File: src/rtl/operand_fetch_stage.sv
// operand_fetch_stage
//   Operand-fetch stage for the tinyRISC core. Holds the architectural
//   register file, picks the two operands for each instruction class
//   (return, store, ALU/default), forwards same-cycle writeback data and
//   stalls read-after-write hazards with a per-register busy scoreboard.
//   A one-entry output register decouples the stage from execute.
//
// Ports
//   clk, rst_n                  clock, synchronous active-low reset
//   in_valid / in_ready         decode handshake
//   in_inst                     instruction word, carried through unchanged
//   in_is_ret, in_is_st         instruction class
//   in_rs1, in_rs2, in_rd       register indices (in_rd is store data source)
//   in_wb                       instruction will write in_rd
//   wb_en, wb_addr, wb_data     writeback port
//   out_valid / out_ready       execute handshake
//   out_inst, out_op1, out_op2  registered instruction and operands
module operand_fetch_stage #(
  parameter int XLEN   = 32,
  parameter int NREG   = 16,
  parameter int RA_IDX = 15,
  localparam int AW    = $clog2(NREG)
) (
  input  logic            clk,
  input  logic            rst_n,
  input  logic            in_valid,
  output logic            in_ready,
  input  logic [31:0]     in_inst,
  input  logic            in_is_ret,
  input  logic            in_is_st,
  input  logic [AW-1:0]   in_rs1,
  input  logic [AW-1:0]   in_rs2,
  input  logic [AW-1:0]   in_rd,
  input  logic            in_wb,
  input  logic            wb_en,
  input  logic [AW-1:0]   wb_addr,
  input  logic [XLEN-1:0] wb_data,
  output logic            out_valid,
  input  logic            out_ready,
  output logic [31:0]     out_inst,
  output logic [XLEN-1:0] out_op1,
  output logic [XLEN-1:0] out_op2
);

  localparam logic [AW-1:0] RA_SEL = AW'(RA_IDX);

  logic [XLEN-1:0] regs_q [NREG];
  logic [XLEN-1:0] regs_d [NREG];
  logic [NREG-1:0] busy_q, busy_d;
  logic            out_valid_q, out_valid_d;
  logic [31:0]     out_inst_q, out_inst_d;
  logic [XLEN-1:0] out_op1_q, out_op1_d;
  logic [XLEN-1:0] out_op2_q, out_op2_d;

  logic [AW-1:0]   src_a, src_b;
  logic            use_b;
  logic [XLEN-1:0] val_a, val_b;
  logic            byp_a, byp_b;
  logic            hazard;
  logic            accept;

  // Source selection per instruction class; return has priority over store.
  always_comb begin
    src_a = in_rs1;
    src_b = in_rs2;
    use_b = 1'b1;
    if (in_is_ret) begin
      src_a = RA_SEL;
      src_b = '0;
      use_b = 1'b0;
    end else if (in_is_st) begin
      src_b = in_rd;
    end
  end

  // Writeback in the current cycle both supplies the value and resolves
  // the hazard on that index, so the dependent instruction issues now.
  assign byp_a = wb_en && (wb_addr == src_a);
  assign byp_b = wb_en && (wb_addr == src_b);
  assign val_a = byp_a ? wb_data : regs_q[src_a];
  assign val_b = byp_b ? wb_data : regs_q[src_b];

  assign hazard   = (busy_q[src_a] && !byp_a) ||
                    (use_b && busy_q[src_b] && !byp_b);
  assign in_ready = !hazard && (!out_valid_q || out_ready);
  assign accept   = in_valid && in_ready;

  always_comb begin
    regs_d      = regs_q;
    busy_d      = busy_q;
    out_valid_d = out_valid_q;
    out_inst_d  = out_inst_q;
    out_op1_d   = out_op1_q;
    out_op2_d   = out_op2_q;

    if (wb_en) begin
      regs_d[wb_addr] = wb_data;
      busy_d[wb_addr] = 1'b0;
    end
    // Set after clear so a same-cycle collision leaves the register busy.
    if (accept && in_wb) begin
      busy_d[in_rd] = 1'b1;
    end

    if (accept) begin
      out_valid_d = 1'b1;
      out_inst_d  = in_inst;
      out_op1_d   = val_a;
      out_op2_d   = use_b ? val_b : '0;
    end else if (out_ready) begin
      out_valid_d = 1'b0;
    end
  end

  always_ff @(posedge clk) begin
    if (!rst_n) begin
      for (int i = 0; i < NREG; i++) begin
        regs_q[i] <= '0;
      end
      busy_q      <= '0;
      out_valid_q <= 1'b0;
      out_inst_q  <= '0;
      out_op1_q   <= '0;
      out_op2_q   <= '0;
    end else begin
      regs_q      <= regs_d;
      busy_q      <= busy_d;
      out_valid_q <= out_valid_d;
      out_inst_q  <= out_inst_d;
      out_op1_q   <= out_op1_d;
      out_op2_q   <= out_op2_d;
    end
  end

  assign out_valid = out_valid_q;
  assign out_inst  = out_inst_q;
  assign out_op1   = out_op1_q;
  assign out_op2   = out_op2_q;

endmodule

File: config.mk
export PLATFORM = sky130hd
export DESIGN_NAME = operand_fetch_stage
export DESIGN_NICKNAME = d
export VERILOG_FILES = /design/src/rtl/operand_fetch_stage.sv
export SDC_FILE = /design/constraint.sdc
export NUM_CORES = 2
export LEC_CHECK = 0
export ABC_AREA = 1
export CAP_MARGIN = 15
export CORE_ASPECT_RATIO = 1.5
export CORE_MARGIN = 5
export CORE_UTILIZATION = 40
export CTS_BUF_LIST = sky130_fd_sc_hd__clkbuf_8 sky130_fd_sc_hd__clkbuf_16
export DETAILED_ROUTE_END_ITERATION = 6
export SLEW_MARGIN = 20
export SYNTH_ARGS = -nofsm -noshare
export SYNTH_HDL_FRONTEND = slang
export SYNTH_SLANG_ARGS = --single-unit
File: constraint.sdc
create_clock -name clk -period 2.52 [get_ports clk]
set_input_delay 0.504 -clock clk [delete_from_list [all_inputs] [get_ports clk]]
set_output_delay 0.504 -clock clk [all_outputs]
set_load 0.1 [all_outputs]
-- Yosys cells after proc, flatten, opt, wreduce, memory -nomap -nowiden
Cells that the tools add are included.
- bits in registers: 625
- bits in latches: 0
- bits in writable memories: 0
- memory bits (read-only): 0
- input port bits: 88
- output and inout port bits: 98
- logic and storage cells: 85
- memories: 0
- add/sub/neg operators: 0
- multipliers: 0
- div/mod/pow operators: 0
- order comparisons: 10
- equal/unequal tests: 2
- shift-type cells: 0
- multiplexer cells: 28
- bitwise logic cells: 6
- reduce and logical (&&, ||, !) cells: 18
- operators by type and width (cell ; number):
    bitwise mux 512 bit ; 1
    binary-select mux 32 bit (select 4 bit) ; 2
    2-to-1 mux 32 bit ; 8
    demux 32 bit (select 4 bit) ; 1
    2-to-1 mux 16 bit ; 2
    < comparator 4 x 5 -> 1 bit (second input constant) ; 4
    AND 16 bit ; 1
    inverter 16 bit ; 1
    OR 16 bit ; 1
    greater-or-equal comparator 5 bit (second input constant) ; 3
    inverter 4 -> 5 bit ; 3
    2-to-1 mux 4 bit ; 3
    logical AND 1 bit ; 11
    binary-select mux 1 bit (select 4 bit) ; 2
    demux 1 bit (select 4 bit) ; 2
    equality test 4 bit ; 2
    greater-or-equal comparator 4 x 1 -> 1 bit (second input constant) ; 2
    2-to-1 mux 1 bit ; 7
    < comparator 5 x 1 -> 1 bit (second input constant) ; 1
    logical NOT 1 bit ; 4
    logical OR 1 bit ; 2
    nonzero test 2 bit ; 1

-- Depth between registers and ports, before layout
- depth in word-level cells: 12
- mapped depth: 17
- gate-level depth less buffers: 15

-- Least setup slack after synthesis
OpenSTA, ideal clock, no wires.
- path type: input to output
- from: input in_is_st
- to: output in_ready
- data arrival time: 2.223 ns
- data required time: 2.016 ns
- setup slack: -0.207 ns
- stages on the path: 12
- path buffers: 1
- path through: buf_2 -> inv_2 -> nand2_1 -> nand2_1 -> nand3_1 -> nand2_1 -> nand3_1 -> nor2_2 -> nor2_2 -> nand3_1 -> nand2_1 -> inv_1
- cells in the longest elaborated chain, start to end: 9
- elaborated cells between the ends (all ways): 12
- classes of those cells: eq/ne (1); mux (4); reduce/logical (7)
- RTL lines (item ; line ; source):
    start: declaration ; 30 ; input logic in_is_st,
    2-to-1 mux 4 bit (*) ; 71 ; end else if (in_is_st) begin
    2-to-1 mux 4 bit (*) ; 67 ; if (in_is_ret) begin
    binary-select mux 1 bit (select 4 bit) / equality test 4 bit (equally long branches) ; 84, 79 ;
    2-to-1 mux 1 bit (implied by the code) / logical AND 1 bit (equally long branches) ; 84, 79 ;
    logical AND 1 bit / logical NOT 1 bit (equally long branches) ; 84 ; (use_b && busy_q[src_b] && !byp_b);
    logical AND 1 bit (*) ; 84 ;
    logical OR 1 bit (*) ; 83 ; assign hazard = (busy_q[src_a] && !byp_a) ||
    logical NOT 1 bit (*) ; 85 ; assign in_ready = !hazard && (!out_valid_q || out_ready);
    logical AND 1 bit (*) ; 85 ;
    end: declaration ; 27 ; output logic in_ready,
Every way passes the cells marked *; elsewhere a longest branch is shown, timed or not. The select of a mux whose other input is x is not followed.

-- Worst setup path in the final report
- from: input in_rs1[0]
- to: output in_ready
- cells in the longest elaborated chain, start to end: 8
- elaborated cells between the ends (all ways): 10
- classes of those cells: eq/ne (1); mux (3); reduce/logical (6)
- RTL lines (item ; line ; source):
    start: declaration ; 31 ; input logic [AW-1:0] in_rs1,
    2-to-1 mux 4 bit (*) ; 67 ;
    parallel branches: the longest is 3 deep, another holds binary-select mux 1 bit (select 4 bit) ; - ;
    logical AND 1 bit (*) ; 83 ;
    logical OR 1 bit (*) ; 83 ;
    logical NOT 1 bit (*) ; 85 ;
    logical AND 1 bit (*) ; 85 ;
Mark *: on every way between the ends. The select of a mux whose other input is x is not followed.

==> summary.txt <==
status: finished with violations
failing checks: negative setup slack
TritonCTS clock tree: built
DP Wirelength: 85700 um
root buf cell: clkbuf_16
count of final max-slew check failures: 0
NumNets Final: 4907
wire per inst: 22.5 um
Total GRT Usage: 30.2%
yosys warns: 0
syn_nets: 4754
top_reg_cell synth: dfxtp_1
Pwr Total: 24.9 mW
DR vias/cell: 5.86
Final ANT Viol Nets: 0
Clock Tree Buf Depth: 3
Async S/R FF share, synth: 0%
Post-route DRC: 0
Boundary Pins: 186
Port Buffer Count: 185
core outline area: 77100 um^2
Die W: 237 um
total global routing overflow: 0
FF-to-FF setup slack: 360 ps
Final min period: 2550 ps
first-pass GRT wire length: 198000 um
Cell Chain, Critical Path: buf_2, buf_4, nor2_1, nor2_1, nand2_1, nand3_1, nand3_2, nand2_2, a21oi_4, nand2_4, clkinvlp_4, buf_12
register area share after synthesis: 40.4%
CP peak stage delay: 350 ps
layout cells sized above 1: 13.2%
most frequent cell after synthesis: o21ai_0
number of synthesized register bits: 625
ranking of synthesized cells by area: dfxtp_1, o21ai_0, a21oi_1, nand2_1, nand3_1
Pre-antenna DRT Iters: 6
max cap viols: 0
Netlist Area Pre-Place: 31000 um^2
Fin. Hold Viols: 0
commonest cells in the netlist: o21ai_0, a21oi_1, nand2_1
Gate Count Post-Synth: 4666
area leader, netlist: dfxtp_1
Die Height: 351 um
worst path required time: 2020 ps
Clock Skews: 20.0 ps
CP Launch Type: input port
Detailed Route Iter0 Violations: 3912
Worst-path clk slew: 70 ps
Final GP Congestion: 0.940
Power per Cell Area: 650 nW/um^2
worst rel slew slack: 58.4%
# rows: 125
Max FO, Critical Path: 14
Post-synth EDFFs: 0
synthesized area per cell: 6.64 um^2
Fmax: 393 MHz
count of different cell masters after synthesis: 28
DIE AREA: 83300 um^2
H-tree depth: 2
total number of vias: 34440
Worst-Margin Slew: 624 ps
largest net degree at the start of global routing: 86
initial antenna violation count: 2
CP dominant cell by count: nor2_1
Final setup viols: 1
vias in the first global route: 31904
Crit Path Class: in2out
Routed WL: 132000 um
HP Class: in2reg
Leak Pwr: 15.1 nW
CP max-delay cell: buf_4
crit path capture type: output pin
CTS buffer count: 60
Starting Density: 40.2%
worst skew pair latency: 650 ps
clk sinks: 625
fin crit share: 101%
Final Util: 49.6%
top cell type's share of synthesized area: 40.4%
CP arrival: 2040 ps
Synth-to-Final Area Change: 23.4%
worst setup margin: -26.4 ps
Peak VDD IR: 0.486 mV
==> kinds of logic after synthesis <==
| family | share of synthesized area, % |
|---|---|
| AOI/OAI and AO/OA | 29.6 |
| xor gates and xnor gates | 0.0283 |
| buffers and inverters | 8.56 |
| DFF | 40.4 |
| and+or+nand+nor | 21.5 |
==> timing repair <==
item,CTS,global route
setup endpoints to repair,14,13
hold buffers,0,0
setup buffers,22,3
pin swaps,33,12
resized for setup,70,14
cloned,1,0
hold endpoints to repair,0,0
==> layout make-up <==
cell class	count	area [um^2]
Fill cell	7662	38900
Multi-Input combinational cell	3357	16200
Sequential cell	625	12500
Timing Repair Buffer	553	5490
Clock buffer	76	1730
Tap cell	1016	1270
Inverter	222	850
Clock inverter	26	219
Antenna cell	1	2.50
==> report_power, final <==
group | switching (mW) | total, mW | leakage, nW | internal, mW
registers | 0.217 | 10.4 | 5.07 | 10.2
clock network | 4.05 | 9.24 | 1.02 | 5.19
logic | 3.62 | 5.20 | 9.04 | 1.58
total | 7.89 | 24.9 | 15.1 | 17.0
==> critical path, delay by kind of cell <==
family                 cells  cell delay, ps
AO/OA/AOI/OAI              1              80
AND/OR/NAND/NOR            7             660
buffers and inverters      4             780
==> layer usage <==
metal | vias up | track usage [%] | part of all wire [%]
met4 | 2 | 14.7 | 5.5
li1 | 16261 | - | -
met5 | - | 0 | 0.0098
met2 | 1849 | 49.6 | 46
met3 | 391 | 5.37 | 9.6
met1 | 15937 | 38.3 | 39
==> worst paths after layout <==
path | startpoint | endpoint | cells after the start
setup / recovery | in_rs1[0] | in_ready | 12
hold / removal | rst_n | regs_q[103] | 3
setup reg to reg | busy_q[8] | out_op2[31] | 14
hold reg to reg | out_inst[27] | out_inst[27] | 2
==> through the flow <==
| stage | cells | setup TNS, ps | worst slack (ps) | instance area, um^2 | hold WS, ps |
|---|---|---|---|---|---|
| 6_report | 5876 | -26.4 | -26.4 | 38300 | 270 |
| 5_1_grt | 5875 | -24.8 | -24.8 | 38200 | 294 |
| 4_1_cts | 5872 | -19.3 | -19.3 | 38200 | 266 |
| 3_5_place_dp | 5748 | -70780 | -819 | 35900 | 454 |
| 3_3_place_gp | 5748 | -65140 | -765 | 35900 | 450 |
| 2_1_floorplan | 4666 | 0 | 6.68 | 31000 | 444 |
==> state kept, by name, summed over array words and instances, names as in the netlist <==
| name | cells |
|---|---|
| out_op2 | 32 |
| out_inst | 32 |
| out_op1 | 32 |
| regs_q | 512 |
| out_valid | 1 |
| busy_q | 16 |
==> layout by cell type, fill, tap and decap left out, types with 2 or more instances in the layout <==
master             n
a21oi_1          769
a31oi_1           32
buf_12            89
buf_2              2
buf_4            370
buf_6              8
bufinv_16          4
clkbuf_16         61
clkbuf_8          15
clkdlybuf4s50_1   67
clkinv_2           9
dfxtp_1          620
dfxtp_2            5
dlygate4sd2_1     14
inv_1            216
inv_2             14
inv_4              2
nand2_1          713
nand2_2            8
nand2_4            2
nand2_8            2
nand3_1          507
nand3_2           14
nand3_4            4
nand4_1            2
nor2_1           312
nor2_2             3
nor2_4            20
nor3_1             2
o211ai_1          44
o21ai_0          852
o221ai_1          32
o22ai_1           32
Note: power is estimated with default switching activity, not from simulation.
